**config.mk**
```make
export PLATFORM = sky130hd
export DESIGN_NAME = edge_event_arbiter
export DESIGN_NICKNAME = d
export VERILOG_FILES = /design/src/rtl/edge_arb_pkg.sv /design/src/rtl/edge_arb_chan.sv /design/src/rtl/edge_event_arbiter.sv
export SDC_FILE = /design/constraint.sdc
export NUM_CORES = 1
export LEC_CHECK = 0
export CORE_MARGIN = 8
export CORE_UTILIZATION = 31
export CTS_BUF_LIST = sky130_fd_sc_hd__clkbuf_4 sky130_fd_sc_hd__clkbuf_8 sky130_fd_sc_hd__clkbuf_16
export DETAILED_ROUTE_END_ITERATION = 7
export DONT_BUFFER_PORTS = 1
export GPL_ROUTABILITY_DRIVEN = 1
export PLACE_DENSITY = 0.52
export SLEW_MARGIN = 5
export SYNTH_ARGS = -nofsm -noshare
export SYNTH_HDL_FRONTEND = slang
export SYNTH_SLANG_ARGS = --single-unit
```
**constraint.sdc**
```tcl
create_clock -name clk -period 2.88 [get_ports clk]
set_clock_uncertainty 0.05 [all_clocks]
set_input_delay 0.864 -clock clk [delete_from_list [all_inputs] [get_ports clk]]
set_output_delay 0.864 -clock clk [all_outputs]
set_load 0.02 [all_outputs]
```
**src/rtl/edge_arb_pkg.sv**
```systemverilog
// edge_arb_pkg: shared encodings for the edge event arbiter
package edge_arb_pkg;
  localparam logic [1:0] SEL_OFF  = 2'b00;
  localparam logic [1:0] SEL_RISE = 2'b01;
  localparam logic [1:0] SEL_FALL = 2'b10;
  localparam logic [1:0] SEL_BOTH = 2'b11;
  localparam logic EVT_RISE = 1'b1;
  localparam logic EVT_FALL = 1'b0;
  typedef enum logic {ST_IDLE, ST_OFFER} state_t;
endpackage

```
**src/rtl/edge_arb_chan.sv**
```systemverilog
// edge_arb_chan: per-channel input stage, edge detect and one-deep pending event
// EDGE_ARB_SYNC_EN selects a two-flop synchronizer instead of a single sampling register.
module edge_arb_chan
  import edge_arb_pkg::*;
(
  input  logic       clk,
  input  logic       rst,
  input  logic       sig,
  input  logic [1:0] sel,
  input  logic       clr,
  input  logic       ovf_clr,
  output logic       pending,
  output logic       etype,
  output logic       ovf
);
  logic stage, prev, rise, qual, take;
`ifdef EDGE_ARB_SYNC_EN
  logic meta;
  always_ff @(posedge clk or posedge rst)
    if (rst) {meta, stage} <= '0;
    else {meta, stage} <= {sig, meta};
`else
  always_ff @(posedge clk or posedge rst)
    if (rst) stage <= 1'b0;
    else stage <= sig;
`endif
  always_comb begin
    rise = stage & ~prev;
    qual = (stage != prev) && ((sel & (rise ? SEL_RISE : SEL_FALL)) != SEL_OFF);
    take = qual & (~pending | clr);
  end
  // a transfer in the same cycle frees the slot, so the new edge is kept instead of overflowing
  always_ff @(posedge clk or posedge rst)
    if (rst) begin
      prev    <= 1'b0;
      pending <= 1'b0;
      etype   <= EVT_FALL;
      ovf     <= 1'b0;
    end else begin
      prev    <= stage;
      pending <= take ? 1'b1 : (clr ? 1'b0 : pending);
      etype   <= take ? (rise ? EVT_RISE : EVT_FALL) : etype;
      ovf     <= (qual & pending & ~clr) ? 1'b1 : (ovf_clr ? 1'b0 : ovf);
    end
endmodule

```
**src/rtl/edge_event_arbiter.sv**
```systemverilog
// edge_event_arbiter: round-robin serializer of per-channel edge events onto valid/ready
// EDGE_ARB_SYNC_EN adds a two-flop synchronizer per input (one extra cycle of latency).
module edge_event_arbiter
  import edge_arb_pkg::*;
#(
  parameter int N = 4,
  localparam int IDW = $clog2(N)
) (
  input  logic           clk,
  input  logic           rst,
  input  logic [N-1:0]   sig_in,
  input  logic [2*N-1:0] edge_sel,
  input  logic           evt_ready,
  input  logic           ovf_clr,
  output logic           evt_valid,
  output logic [IDW-1:0] evt_id,
  output logic           evt_type,
  output logic [N-1:0]   ovf
);
  state_t state;
  logic [N-1:0] pending, etype_v, clr_vec, mask;
  logic [IDW-1:0] rr_ptr, nxt_ptr, start, win;
  logic xfer, any;
  int j;
  for (genvar i = 0; i < N; i++) begin : g_chan
    edge_arb_chan u_chan (
      .clk(clk), .rst(rst), .sig(sig_in[i]), .sel(edge_sel[2*i +: 2]),
      .clr(clr_vec[i]), .ovf_clr(ovf_clr),
      .pending(pending[i]), .etype(etype_v[i]), .ovf(ovf[i])
    );
  end
  // on a transfer the next winner is searched from evt_id+1 with the departing channel masked out
  always_comb begin
    xfer    = evt_valid & evt_ready;
    clr_vec = xfer ? (N'(1) << evt_id) : '0;
    nxt_ptr = (int'(evt_id) == N - 1) ? '0 : evt_id + 1'b1;
    start   = xfer ? nxt_ptr : rr_ptr;
    mask    = pending & ~clr_vec;
    any     = |mask;
    win     = '0;
    j       = 0;
    for (int k = N - 1; k >= 0; k--) begin
      j = (int'(start) + k) % N;
      if (mask[j[IDW-1:0]]) win = j[IDW-1:0];
    end
  end
  always_ff @(posedge clk or posedge rst)
    if (rst) begin
      state     <= ST_IDLE;
      evt_valid <= 1'b0;
      evt_id    <= '0;
      evt_type  <= EVT_FALL;
      rr_ptr    <= '0;
    end else if (state == ST_IDLE || xfer) begin
      if (xfer) rr_ptr <= nxt_ptr;
      evt_valid <= any;
      state     <= any ? ST_OFFER : ST_IDLE;
      if (any) begin
        evt_id   <= win;
        evt_type <= etype_v[win];
      end
    end
endmodule

```
==> results.md <==
- The clock drives 26 sinks.
- During placement, the flow inserted port buffers numbering 0.
- The adder and majority cell fraction of the synthesized area is 7.58%.
- The final antenna diode count is 0.
- The largest voltage drop on the vdd net is 0.266 mV.
- After synthesis, the largest family of logic cells by area is simple AND/OR/NAND/NOR gates.
- The number of hold buffers added after CTS was 0.
- The total area inside the core boundary comes to 4060 um^2.
- In the synthesized netlist, the number of instances is 119.
- The average wire per cell in the routed design is 14.2 um.
- The first global-routing pass estimated 4150 um of wire.
- At the pin with the least slew margin, the transition time is 0.470 ns.
- The hold violation total from the final report is 0.
- The run finished with clean final reports.
- During synthesis, Yosys emitted a total of 0 warnings.
- The worst path needs 2.35 ns of the cycle, external delays included.
- After detailed routing, the number of vias per cell comes to 4.73.
- The number of max-slew violations in the final report was 0.
- After Yosys synthesis, and, or, nand and nor cells account for 15.8% of the synthesized area.
- The share of synthesized area spent on multiplexers is 7.96%.
- The cell sitting at the root of the clock tree is a clkbuf_8.
- The number of global-route vias before repair is 864.
- Counting the fill cells in the layout gives 394.
- After layout, the worst setup slack is 0.525 ns.
- The worst slack at placement is 0.457 ns.
- In this run the remaining antenna-violating nets after routing total 0.
- The xor and xnor area share after synthesis is 0%.
- The class of the tightest hold or removal check is flop to flop.
- Clock latency on the worst-skew pair, taken at its later pin, is 0.26 ns.
- The synthesized cell area is 1320 um^2.
- The largest area contributor in the netlist is dfrtp_1.
- Data arrives at the worst endpoint at 2.45 ns.
- The number of setup violations in the final report is 0.
- CTS built an H-tree with a depth of 1.
- Along the worst path, the maximum fanout reaches 5.
- After floorplanning, the core was divided into 23 placement rows.
- The capturing element type of the critical path is a flop.
- The starting utilization of the core area is 32.5%.
- The number of antenna violations at the first check in global routing was 0.
- Once the clock tree was built, the resizer swapped 0 gates to a different size.
- Counting flops and latches in the post-synthesis netlist gives 26.
- The buffer depth of the longest clock path is 2.
- Walking the worst path, the cells encountered are inv_1 -> ha_1 -> nand3_1 -> a211o_1 -> a32oi_1 -> a21boi_0 -> a2111oi_2 -> a211oi_2.
- The share of post-route cells with drive strength above 1 is 20.3%.
- The half-perimeter wire length after detailed placement is 1920 um.
- The share of the yosys chip area belonging to registers is 49.3%.
- The total overflow left after global routing is 0.
- The number of nets in the layout is 143.
- Buffers added to address setup during post-CTS repair amount to 0.
- After detailed placement, the design holds a cell count of 164.
- At the worst endpoint, the required time is 2.98 ns.
- TritonCTS built the clock tree.
- The worst path uses 81.8% of the clock period.
- The analysis attributes to cell leakage a power of 0.654 nW.
- STA classifies the critical path startpoint as a flop.
- The post-synthesis to final-layout area growth is 5.50%.
- The critical setup path kind is flop to flop.
- The library cell contributing the largest single delay on the critical path is dfrtp_1.
- The average cell area after synthesis is 11.1 um^2.
- The highest clock frequency the design can meet is 425 MHz.
- The setup TNS is 0 ns.
- Max-cap violations in this run came to 0.
- For this run, the detailed router's first-pass iteration total came to 4.
- The DRC violations left is 0.
- The total wire length after detailed routing is 2390 um.
- The floorplan die area is 6600 um^2.
- The number of top-level pins is 24.
- The final RePlAce weighted congestion is 0.888.
- The number of vias after detailed routing is 795.
- The total CTS buffers is 3.
- Setup repair after global routing left no endpoint under its margin.
- The number of violations reported at the end of detailed-routing iteration 0 is 44.
- The largest single stage delay on the critical path is 0.53 ns.
- Across every metal layer, demand over resource in global routing totals 8.10%.
- The worst pin sits at a relative slew slack of 68.7%.
- Summing the areas of all compound-gate instances in the mapped netlist gives 11.9% of the synthesized area.
- Clock-pin slew was measured on the worst setup and hold paths at 0.09 ns.
- In this run the biggest area consumer among cell types represents 49.3% of the synthesized area.
- The cell area power density is 977 nW/um^2.
- By area the synthesized netlist is led by dfrtp_1, ha_1, mux2i_1.
- After the flow finishes, the layout carries non-filler instances totaling 168.
- In this run the vertical extent of the chip is 81.3 um.
- In this run the horizontal extent of the chip is 81.3 um.
- The unique cell type count in the Yosys netlist is 35.
- Synthesis produced a netlist with a net count of 143.
- The maximum number of pins on one net before global-route repair is 27.
## synthesized netlist by cell type, drive strengths merged
library cell,number
a211oi,2
a2111oi,1
and2,5
nand3,4
nand4,1
o211ai,1
and3,1
nor4,1
a221oi,1
mux2,4
o21ai,1
dfrtp,26
or2b,2
buf,6
a32oi,1
a21boi,2
mux2i,6
a21bo,1
nor2,6
or2,5
a21oi,1
ha,8
nand2b,1
o22ai,5
a21o,2
and4bb,1
nor2b,1
inv,12
nand2,10
a211o,1
## cells in the final DEF, fill, tap and decap left out, types with 3 or more instances in the layout
cell type	instances
dfrtp_1	26
inv_1	12
nand2_1	10
ha_1	8
mux2i_1	6
nor2_1	6
or2_2	5
o22ai_1	5
nand3_1	4
mux2_2	4
clkbuf_8	4
and2_2	3
## cell type report
cell class              instances  area [um^2]  area share, %
multi-input cells              75          572           41.1
inverters                      12         45.0           3.23
well taps                      50         62.6           4.49
repair buffers                  1         7.51          0.539
clock buffers                   4         55.1           3.95
flip-flops and latches         26          651           46.7
## final timing paths
path,startpoint,end,slack [ns],cells after the start
setup / recovery,evt_id[0]$_DFFE_PP0P_,evt_type$_DFFE_PP0P_,0.53,8
hold / removal,g_chan[3].u_chan.stage$_DFF_PP0_,g_chan[3].u_chan.prev$_DFF_PP0_,0.33,0
setup reg to reg,evt_id[0]$_DFFE_PP0P_,evt_type$_DFFE_PP0P_,0.53,8
hold reg to reg,g_chan[3].u_chan.stage$_DFF_PP0_,g_chan[3].u_chan.prev$_DFF_PP0_,0.33,0
max in group asynchronous,rst,rr_ptr[0]$_DFFE_PP0N_,2.06,2
min in group asynchronous,rst,g_chan[1].u_chan.stage$_DFF_PP0_,0.48,2
## through the flow
stage	hold WS, ns	power, mW	util (%)	cell area, um^2
final	0.334	1.36	34.3	1390
after global routing	0.348	1.47	34.3	1390
after CTS	0.337	1.38	34.3	1390
after detailed placement	0.317	1.15	33.0	1340
after global placement	0.314	1.14	33.0	1340
after floorplan	0.307	1.06	-	1320
## sequential cells by signal (all words and copies together) (netlist names)
register,flops
evt_valid,1
g_chan.u_chan.ovf,4
g_chan.u_chan.prev,4
evt_id,2
g_chan.u_chan.etype,4
evt_type,1
g_chan.u_chan.stage,4
rr_ptr,2
g_chan.u_chan.pending,4
## critical path: cells and delay by family (launching register included)
kind                       cells  cell delay (ns)
AOI/OAI and AO/OA              5             1.08
DFF                            1             0.53
adders and majority gates      1             0.29
buffers and inverters          1             0.14
and+or+nand+nor                1             0.14
## kinds of logic (layout without fill, tap and decap cells)
logic type / Yosys count / in the layout
flip-flops: 26 / 26
buffers and inverters: 18 / 17
AO/OA/AOI/OAI: 19 / 19
AND/OR/NAND/NOR: 38 / 38
adder cells (fa/ha/maj): 8 / 8
multiplexers: 10 / 10
## per-layer routing
metal / part of all wire [%] / track usage (%) / up-vias
li1: - / - / 400
met1: 47 / 10.3 / 372
met2: 46 / 12.3 / 18
met3: 5.5 / 2.54 / 5
met4: 1.6 / 3.75 / 0
met5: 0 / 0 / -
## power breakdown
part           leakage, nW  internal [mW]  switching (mW)
logic                0.319          0.252           0.271
registers            0.307          0.478           0.128
clock network       0.0288          0.122           0.110
Note: power is estimated with default switching activity, not from simulation.
